===== src/rtl/mem_copy_engine_if.sv =====
// Command handshake and 2R/2W RAM port bundle for mem_copy_engine.
// slave = the copy engine, master = the command source plus RAM.
interface mem_copy_engine_if #(
  parameter int P_MEM_DEPTH = 2048,
  parameter int P_MEM_WIDTH = 32
);
  localparam int LP_INDEX_WIDTH = $clog2(P_MEM_DEPTH);

  logic [LP_INDEX_WIDTH-1:0] cmd_src_i;
  logic [LP_INDEX_WIDTH-1:0] cmd_dst_i;
  logic [LP_INDEX_WIDTH:0]   cmd_len_i;
  logic                      cmd_valid_i;
  logic                      cmd_ready_o;
  logic                      busy_o;
  logic                      done_o;
  logic [LP_INDEX_WIDTH-1:0] rda_addr_o;
  logic [LP_INDEX_WIDTH-1:0] rdb_addr_o;
  logic [P_MEM_WIDTH-1:0]    rda_data_i;
  logic [P_MEM_WIDTH-1:0]    rdb_data_i;
  logic [LP_INDEX_WIDTH-1:0] wra_addr_o;
  logic [LP_INDEX_WIDTH-1:0] wrb_addr_o;
  logic [P_MEM_WIDTH-1:0]    wra_data_o;
  logic [P_MEM_WIDTH-1:0]    wrb_data_o;
  logic                      wra_valid_o;
  logic                      wrb_valid_o;

  modport slave (
    input  cmd_src_i, cmd_dst_i, cmd_len_i, cmd_valid_i, rda_data_i, rdb_data_i,
    output cmd_ready_o, busy_o, done_o, rda_addr_o, rdb_addr_o,
           wra_addr_o, wrb_addr_o, wra_data_o, wrb_data_o, wra_valid_o, wrb_valid_o
  );

  modport master (
    output cmd_src_i, cmd_dst_i, cmd_len_i, cmd_valid_i, rda_data_i, rdb_data_i,
    input  cmd_ready_o, busy_o, done_o, rda_addr_o, rdb_addr_o,
           wra_addr_o, wrb_addr_o, wra_data_o, wrb_data_o, wra_valid_o, wrb_valid_o
  );
endinterface


===== src/rtl/mem_copy_engine.sv =====
// Block copy engine: two words per clock over the multiport RAM, port A even
// offsets, port B odd offsets; writes trail reads by one beat.
module mem_copy_engine #(
  parameter int P_MEM_DEPTH = 2048,
  parameter int P_MEM_WIDTH = 32
) (
  input logic              clk_i,
  input logic              rst_i,
  mem_copy_engine_if.slave bus
);
  localparam int LP_INDEX_WIDTH = $clog2(P_MEM_DEPTH);

  typedef logic [LP_INDEX_WIDTH-1:0] idx_t;
  typedef logic [LP_INDEX_WIDTH:0]   len_t;
  typedef enum logic [1:0] {S_IDLE, S_RUN, S_DRAIN} state_t;

  typedef struct packed {
    idx_t dst;
    idx_t nbeats;
    logic odd;
  } cmd_t;

  state_t state_q, state_d;
  cmd_t   cmd_q;
  idx_t   beat_q;
  idx_t   rda_addr_q, rdb_addr_q, wra_addr_q, wrb_addr_q;
  logic   wra_vld_q, wrb_vld_q, done_q;

  logic   cmd_ready, accept, last_beat, len_zero;
  len_t   len_clamp, beats_full;
  idx_t   wr_base;

  // Lengths above the RAM depth are clamped to a full-memory copy.
  assign len_clamp  = (bus.cmd_len_i > len_t'(P_MEM_DEPTH)) ? len_t'(P_MEM_DEPTH) : bus.cmd_len_i;
  assign beats_full = (len_clamp + len_t'(1)) >> 1;
  assign len_zero   = (len_clamp == '0);
  assign wr_base    = cmd_q.dst + {beat_q[LP_INDEX_WIDTH-2:0], 1'b0};

  always_ff @(posedge clk_i) begin
    if (rst_i) state_q <= S_IDLE;
    else       state_q <= state_d;
  end

  always_comb begin
    state_d   = state_q;
    cmd_ready = (state_q == S_IDLE);
    accept    = cmd_ready && bus.cmd_valid_i;
    last_beat = (beat_q == cmd_q.nbeats - idx_t'(1));
    case (state_q)
      S_IDLE:  if (accept && !len_zero) state_d = S_RUN;
      S_RUN:   if (last_beat)           state_d = S_DRAIN;
      S_DRAIN: state_d = S_IDLE;
      default: state_d = S_IDLE;
    endcase
  end

  always_ff @(posedge clk_i) begin
    if (rst_i) begin
      cmd_q      <= '0;
      beat_q     <= '0;
      rda_addr_q <= '0;
      rdb_addr_q <= '0;
      wra_addr_q <= '0;
      wrb_addr_q <= '0;
      wra_vld_q  <= 1'b0;
      wrb_vld_q  <= 1'b0;
      done_q     <= 1'b0;
    end else begin
      done_q <= (state_q == S_DRAIN) || (accept && len_zero);

      if (accept && !len_zero) begin
        cmd_q.dst    <= bus.cmd_dst_i;
        cmd_q.nbeats <= beats_full[LP_INDEX_WIDTH-1:0];
        cmd_q.odd    <= len_clamp[0];
        beat_q       <= '0;
        rda_addr_q   <= bus.cmd_src_i;
        rdb_addr_q   <= bus.cmd_src_i + idx_t'(1);
      end else if (state_q == S_RUN && !last_beat) begin
        beat_q     <= beat_q + idx_t'(1);
        rda_addr_q <= rda_addr_q + idx_t'(2);
        rdb_addr_q <= rdb_addr_q + idx_t'(2);
      end

      // Write side replays the beat just read; RAM data returns next cycle.
      if (state_q == S_RUN) begin
        wra_addr_q <= wr_base;
        wrb_addr_q <= wr_base + idx_t'(1);
        wra_vld_q  <= 1'b1;
        wrb_vld_q  <= !(last_beat && cmd_q.odd);
      end else begin
        wra_vld_q  <= 1'b0;
        wrb_vld_q  <= 1'b0;
      end
    end
  end

  assign bus.cmd_ready_o = cmd_ready;
  assign bus.busy_o      = !cmd_ready;
  assign bus.done_o      = done_q;
  assign bus.rda_addr_o  = rda_addr_q;
  assign bus.rdb_addr_o  = rdb_addr_q;
  assign bus.wra_addr_o  = wra_addr_q;
  assign bus.wrb_addr_o  = wrb_addr_q;
  assign bus.wra_valid_o = wra_vld_q;
  assign bus.wrb_valid_o = wrb_vld_q;
  assign bus.wra_data_o  = bus.rda_data_i;
  assign bus.wrb_data_o  = bus.rdb_data_i;
endmodule


===== src/flat_wrapper.sv =====
// flat-port wrapper written by rule: the top's interface ports become plain ports
module mem_copy_engine_flat 
#(
  parameter int P_MEM_DEPTH = 2048,
  parameter int P_MEM_WIDTH = 32
)
  (clk_i, rst_i, bus_cmd_src_i, bus_cmd_dst_i, bus_cmd_len_i, bus_cmd_valid_i, bus_rda_data_i, bus_rdb_data_i, bus_cmd_ready_o, bus_busy_o, bus_done_o, bus_rda_addr_o, bus_rdb_addr_o, bus_wra_addr_o, bus_wrb_addr_o, bus_wra_data_o, bus_wrb_data_o, bus_wra_valid_o, bus_wrb_valid_o);
  mem_copy_engine_if #(.P_MEM_DEPTH(P_MEM_DEPTH), .P_MEM_WIDTH(P_MEM_WIDTH)) bus_i ();
  input logic clk_i;
  input logic rst_i;
  input wire logic [$bits(bus_i.cmd_src_i)-1:0] bus_cmd_src_i;
  input wire logic [$bits(bus_i.cmd_dst_i)-1:0] bus_cmd_dst_i;
  input wire logic [$bits(bus_i.cmd_len_i)-1:0] bus_cmd_len_i;
  input wire logic [$bits(bus_i.cmd_valid_i)-1:0] bus_cmd_valid_i;
  input wire logic [$bits(bus_i.rda_data_i)-1:0] bus_rda_data_i;
  input wire logic [$bits(bus_i.rdb_data_i)-1:0] bus_rdb_data_i;
  output wire logic [$bits(bus_i.cmd_ready_o)-1:0] bus_cmd_ready_o;
  output wire logic [$bits(bus_i.busy_o)-1:0] bus_busy_o;
  output wire logic [$bits(bus_i.done_o)-1:0] bus_done_o;
  output wire logic [$bits(bus_i.rda_addr_o)-1:0] bus_rda_addr_o;
  output wire logic [$bits(bus_i.rdb_addr_o)-1:0] bus_rdb_addr_o;
  output wire logic [$bits(bus_i.wra_addr_o)-1:0] bus_wra_addr_o;
  output wire logic [$bits(bus_i.wrb_addr_o)-1:0] bus_wrb_addr_o;
  output wire logic [$bits(bus_i.wra_data_o)-1:0] bus_wra_data_o;
  output wire logic [$bits(bus_i.wrb_data_o)-1:0] bus_wrb_data_o;
  output wire logic [$bits(bus_i.wra_valid_o)-1:0] bus_wra_valid_o;
  output wire logic [$bits(bus_i.wrb_valid_o)-1:0] bus_wrb_valid_o;
  assign bus_i.cmd_src_i = bus_cmd_src_i;
  assign bus_i.cmd_dst_i = bus_cmd_dst_i;
  assign bus_i.cmd_len_i = bus_cmd_len_i;
  assign bus_i.cmd_valid_i = bus_cmd_valid_i;
  assign bus_i.rda_data_i = bus_rda_data_i;
  assign bus_i.rdb_data_i = bus_rdb_data_i;
  assign bus_cmd_ready_o = bus_i.cmd_ready_o;
  assign bus_busy_o = bus_i.busy_o;
  assign bus_done_o = bus_i.done_o;
  assign bus_rda_addr_o = bus_i.rda_addr_o;
  assign bus_rdb_addr_o = bus_i.rdb_addr_o;
  assign bus_wra_addr_o = bus_i.wra_addr_o;
  assign bus_wrb_addr_o = bus_i.wrb_addr_o;
  assign bus_wra_data_o = bus_i.wra_data_o;
  assign bus_wrb_data_o = bus_i.wrb_data_o;
  assign bus_wra_valid_o = bus_i.wra_valid_o;
  assign bus_wrb_valid_o = bus_i.wrb_valid_o;
  mem_copy_engine #(.P_MEM_DEPTH(P_MEM_DEPTH), .P_MEM_WIDTH(P_MEM_WIDTH)) u_core (.clk_i(clk_i), .rst_i(rst_i), .bus(bus_i));
endmodule

===== config.mk =====
export PLATFORM = sky130hd
export DESIGN_NAME = mem_copy_engine_flat
export DESIGN_NICKNAME = d
export VERILOG_FILES = /design/src/rtl/mem_copy_engine_if.sv /design/src/rtl/mem_copy_engine.sv /design/src/flat_wrapper.sv
export SDC_FILE = /design/constraint.sdc
export NUM_CORES = 1
export LEC_CHECK = 0
export CAP_MARGIN = 20
export CORE_UTILIZATION = 40
export DETAILED_ROUTE_END_ITERATION = 8
export GPL_TIMING_DRIVEN = 0
export MAX_ROUTING_LAYER = met4
export PLACE_DENSITY = 0.89
export SLEW_MARGIN = 20
export SYNTH_ARGS = -nofsm -noshare
export SYNTH_HDL_FRONTEND = slang
export SYNTH_SLANG_ARGS = --single-unit
export TNS_END_PERCENT = 1

===== constraint.sdc =====
create_clock -name clk_i -period 2.57 [get_ports clk_i]
set_clock_uncertainty 0.2 [all_clocks]
set_input_delay 0.3855 -clock clk_i [delete_from_list [all_inputs] [get_ports clk_i]]
set_output_delay 0.3855 -clock clk_i [all_outputs]
set_load 0.005 [all_outputs]

Yosys cells after proc, flatten, opt, wreduce, memory -nomap -nowiden
Index checks and enable logic that the tools add are counted.

Register bits: 83. Input port bits: 101. Output and inout port bits: 113. Logic and storage cells: 52.

Add/subtract/negate cells: 8. $lt $le $gt $ge: 1. Equal/unequal tests: 5. Multiplexer cells: 9. Bitwise operators: 1. Reduce and logical (&&, ||, !) cells: 16.

Operator list (number): $mux W11 (4); $add A11 B1 Y11 const B (3); $add A11 B2 Y11 const B (2); $add A12 B1 Y12 const B (1); $gt A12 B12 Y1 const B (1); $logic_not A12 Y1 (1); $mux W12 (1); $add A11 B11 Y11 (1); $eq A11 B11 Y1 (1); $sub A11 B1 Y11 const B (1); $logic_and A1 B1 Y1 (5); $logic_not A1 Y1 (4); $mux W2 (2); $pmux W2 S2 (1); $reduce_or A2 Y1 (2); $eq A2 B1 Y1 const B (1); $eq A2 B2 Y1 const B (1); $logic_not A2 Y1 (1); $ne A2 B1 Y1 const B (1); $ne A2 B2 Y1 const B (1); $reduce_and A2 Y1 (1); $reduce_bool A2 Y1 (1); $logic_or A1 B1 Y1 (1); $mux W1 (1); $not A1 Y1 (1).

Longest topological paths before layout
Depth after elaboration: 7. Depth in mapped cells: 12. Mapped depth without buffers: 11.

Worst setup path before layout
OpenSTA, ideal clock, no wires.

Path kind: register to register. From: reg u_core.beat_q[0]. To: reg u_core.wrb_addr_q[9], in the netlist u_core.bus.wrb_addr_o[9]. Arrival time: 2.410 ns. Slack: -0.172 ns. Cell stages (with the launch flop): 10. Buffers on the path: 0. Clock period less this slack: 2.742 ns. Cell sequence: dfxtp_1 > ha_1 > fa_1 > a21o_1 > a211o_1 > a2111oi_0 > o21ai_0 > and3_1 > mux2i_1 > a21oi_1.

Longest elaborated chain between the ends: 2.

Ends and longest elaborated chain: start, declared (line mem_copy_engine.sv:25) `idx_t beat_q;`; start signal, assigned (line mem_copy_engine.sv:79) `beat_q <= beat_q + idx_t'(1);`; $add A11 B11 Y11 (line mem_copy_engine.sv:37) `assign wr_base = cmd_q.dst + {beat_q[LP_INDEX_WIDTH-2:0], 1'b0};`; $add A11 B1 Y11 (line mem_copy_engine.sv:87) `wrb_addr_q <= wr_base + idx_t'(1);`; end signal, assigned (line mem_copy_engine.sv:87); end, declared (line mem_copy_engine.sv:26) `idx_t rda_addr_q, rdb_addr_q, wra_addr_q, wrb_addr_q;`.

Every way passes these cells. A chain may end at the register's enable or synchronous reset.

Worst setup path after layout
From: reg u_core.beat_q[0]. To: reg u_core.wrb_addr_q[8], in the netlist u_core.bus.wrb_addr_o[8].

The elaborated chain is that of the path after synthesis.

==> results.sh <==
export IMPL_dieArea_um2=13910
export IMPL_netSwitchingFraction_pct=29.01
export IMPL_place_congestion=0.9201
export IMPL_power_density_nw_per_um2=472.0
export IMPL_syn_nets=791
export IMPL_ys_warn_count=0
export IMPL_maxCapViolations=0
export IMPL_final_seq_area_um2=1683
export IMPL_drive_above_1_share_pct=20.58
export IMPL_synth_edff_count=0
export IMPL_root_buffer="clkbuf_16"
export IMPL_diodes=0
export IMPL_violations="setup timing"
export IMPL_clockBufferDepth=2
export IMPL_antenna_found_initial=0
export IMPL_p_sw_w=0.001079
export IMPL_yosys_top_cells_area="dfxtp_1 (31%), buf_4 (9.2%), xnor2_1 (6.7%), nand2_1 (5.0%), nor2_1 (4.8%)"
export IMPL_rsz0062_at_grt="yes"
export IMPL_track_usage_pct=24.47
export IMPL_finalSetupViolCount=35
export IMPL_synthArstFlopShare_pct=0
export IMPL_hold_path_class="reg2reg"
export IMPL_dp_cells=996
export IMPL_dr_pass1_iters=5
export IMPL_coreArea_um2=13190
export IMPL_fmax_mhz=355.9
export IMPL_numCtsBuffers=9
export IMPL_grt_pass1_wl_mm=26.62
export IMPL_avgViaCountPerCell=5.593
export IMPL_syn_cell_area_um2=5379
export IMPL_die_h_um=118.0
export IMPL_rrSetupSlack_ps=-240
export IMPL_die_x_um=118.0
export IMPL_nets=970
export IMPL_cts_hold_buf=0
export IMPL_ys_types=58
export IMPL_clock_sinks=83
export IMPL_synth_top_cell_area_share_pct=30.89
export IMPL_pwr_share_seq_pct=39.1
export IMPL_rows=42
export IMPL_avgSynthCellArea_um2=8.004
export IMPL_io_pins=214
export IMPL_clkPwrFrac_pct=33.0
export IMPL_seq_area_frac_synth_pct=30.89
export IMPL_internal_power_w=0.002641
export IMPL_grt_max_degree=13
export IMPL_pwr_share_comb_pct=27.9
export IMPL_final_cell_count_no_fill=1031
export IMPL_min_period_over_period_pct=109.3
export IMPL_ys_ff_latch=83
export IMPL_clock_latency_ps=350
export IMPL_fin_ws_ps=-240.1
export IMPL_dpl_hpwl_mm=11.49
export IMPL_drc=0
export IMPL_tightest_slew_ps=612.7
export IMPL_leakage_nw=3.072
export IMPL_overflow=0
export IMPL_outcome="complete, but fails checks"
export IMPL_synth_largest_area_cell="dfxtp_1"
export IMPL_critPathMaxFanout=4
export IMPL_peakVddDrop_uv=312.8
export IMPL_relSlewSlack_pct=59.16
export IMPL_fin_area_um2=7883
export IMPL_initial_core_util_pct=40.78
export IMPL_io_buffers=148
export IMPL_ys_dominant_reg_cell="dfxtp_1"
export IMPL_critical_path_class="reg2reg"
export IMPL_vias=5766
export IMPL_detail_route_wl_per_cell_um=16.87
export IMPL_min_period_ps=2810
export IMPL_cts_tree="yes"
export IMPL_drt_iter0_drc=481
export IMPL_multi_input_area_um2=3307
export IMPL_synth_cells=672
export IMPL_start_kind="flop"
export IMPL_grt_pass1_vias=5465
export IMPL_clkTransAtPathRegs_ps=60
export IMPL_placed_area_um2=7091
export IMPL_finalHoldViolations=0
export IMPL_htree_num_levels=3
export IMPL_slew_violations=0
export IMPL_crit_required_ps=2630
export IMPL_ant_nets=0
export IMPL_wirelength_mm=17.39
export IMPL_area_growth_syn_to_layout_pct=46.55
export IMPL_final_fill_count=1044
export IMPL_crit_arrival_ps=2870
export IMPL_place_ws_ps=-701.4
export IMPL_crit_path_end_kind="flop"
## repair_timing
action	CTS	global route
gates cloned	1	0
setup endpoints to repair	63	67
pin swaps	30	23
setup buffers	18	2
resized for setup	61	37
## path summary, 6_finish.rpt
kind,to,from,depth (start not counted)
setup / recovery,u_core.bus.wrb_addr_o[8],u_core.beat_q[0],9
hold / removal,u_core.bus.wra_addr_o[5],u_core.bus.wra_addr_o[5],2
setup reg to reg,u_core.bus.wrb_addr_o[8],u_core.beat_q[0],9
hold reg to reg,u_core.bus.wra_addr_o[5],u_core.bus.wra_addr_o[5],2
## routing by layer
metal | vias to the layer above | GRT usage (%) | routed length [µm]
met5 | - | - | 0
met4 | 0 | 15.22 | 878
met3 | 78 | 4.167 | 1273
met2 | 342 | 40.59 | 8519
met1 | 2697 | 27.36 | 6723
li1 | 2649 | - | -
## Yosys cell counts (9+ instances only)
cell / instances
a211oi_1: 23
a21oi_1: 43
a311oi_1: 9
and3_1: 13
buf_1: 12
buf_4: 66
clkbuf_1: 18
dfxtp_1: 83
ha_1: 17
inv_1: 14
nand2_1: 72
nand3_1: 30
nand4_1: 9
nor2_1: 69
nor3_1: 11
xnor2_1: 41
xor2_1: 18
## power by group through the flow
stage	registers [W]	logic [W]	clock network [W]
6_report	0.00146	0.00104	0.00123
5_1_grt	0.00146	0.00111	0.00127
4_1_cts	0.00145	0.000980	0.00121
3_5_place_dp	0.00147	0.000864	0
3_3_place_gp	0.00147	0.000847	0
2_1_floorplan	0.00146	0.000479	0
## state kept, by name, summed over array words and instances, names as in the netlist
signal / count
u_core.bus.rda_addr_o: 11
u_core.bus.rdb_addr_o: 11
u_core.bus.wrb_addr_o: 11
u_core.bus.wra_addr_o: 11
u_core.state_q: 2
u_core.beat_q: 11
u_core.bus.done_o: 1
u_core.cmd_q: 23
u_core.bus.wrb_valid_o: 1
u_core.bus.wra_valid_o: 1
## final cells by class
cell class              count  share of cell area [%]
well taps                 176                   2.794
inverters                  14                  0.7302
flip-flops and latches     83                   21.35
clock buffers              14                   3.349
multi-input cells         475                   41.95
repair buffers            169                   21.10
clock inverters             1                  0.1111
plain buffers              99                   8.619
## cells by family after synthesis
family          share of synthesized area (%)
mux                                     1.117
flops                                   30.89
compound gates                          16.73
buf+inv                                 12.65
xor+xnor                                9.607
fa+ha+maj                               4.327
simple gates                            24.68
## worst max-delay path, cell delays in order, from the launching register on
cell and delay [ps]:
dfxtp_4 360, ha_4 160, fa_2 360, a21o_1 210, a21oi_1 200, xnor2_1 280
nand3_1 250, nor3_2 340, xor2_1 120, a211oi_1 230
## placed cells by master (no fill, tap or decap), types with 16 or more instances in the layout
cell type,synthesis,routed
clkdlybuf4s50_1,0,148
nand3_1,30,28
a211oi_1,23,22
xnor2_1,41,40
dfxtp_1,83,74
nor2_1,69,68
clkbuf_1,18,16
buf_4,66,82
a21oi_1,43,40
nand2_1,72,72
## metrics by stage
stage / power [W] / util [%] / hold WS, ps / TNS [ps]
6_report: 0.003721 / 59.76 / 259.4 / -2962
3_3_place_gp: 0.002320 / 53.76 / 246.6 / -27020
2_1_floorplan: 0.001938 / - / 208.2 / -274.2
3_5_place_dp: 0.002338 / 53.76 / 251.4 / -30610
4_1_cts: 0.003640 / 58.56 / 259.2 / -1494
5_1_grt: 0.003848 / 59.76 / 275.5 / -6785
Power figures use the tool's default switching activity.
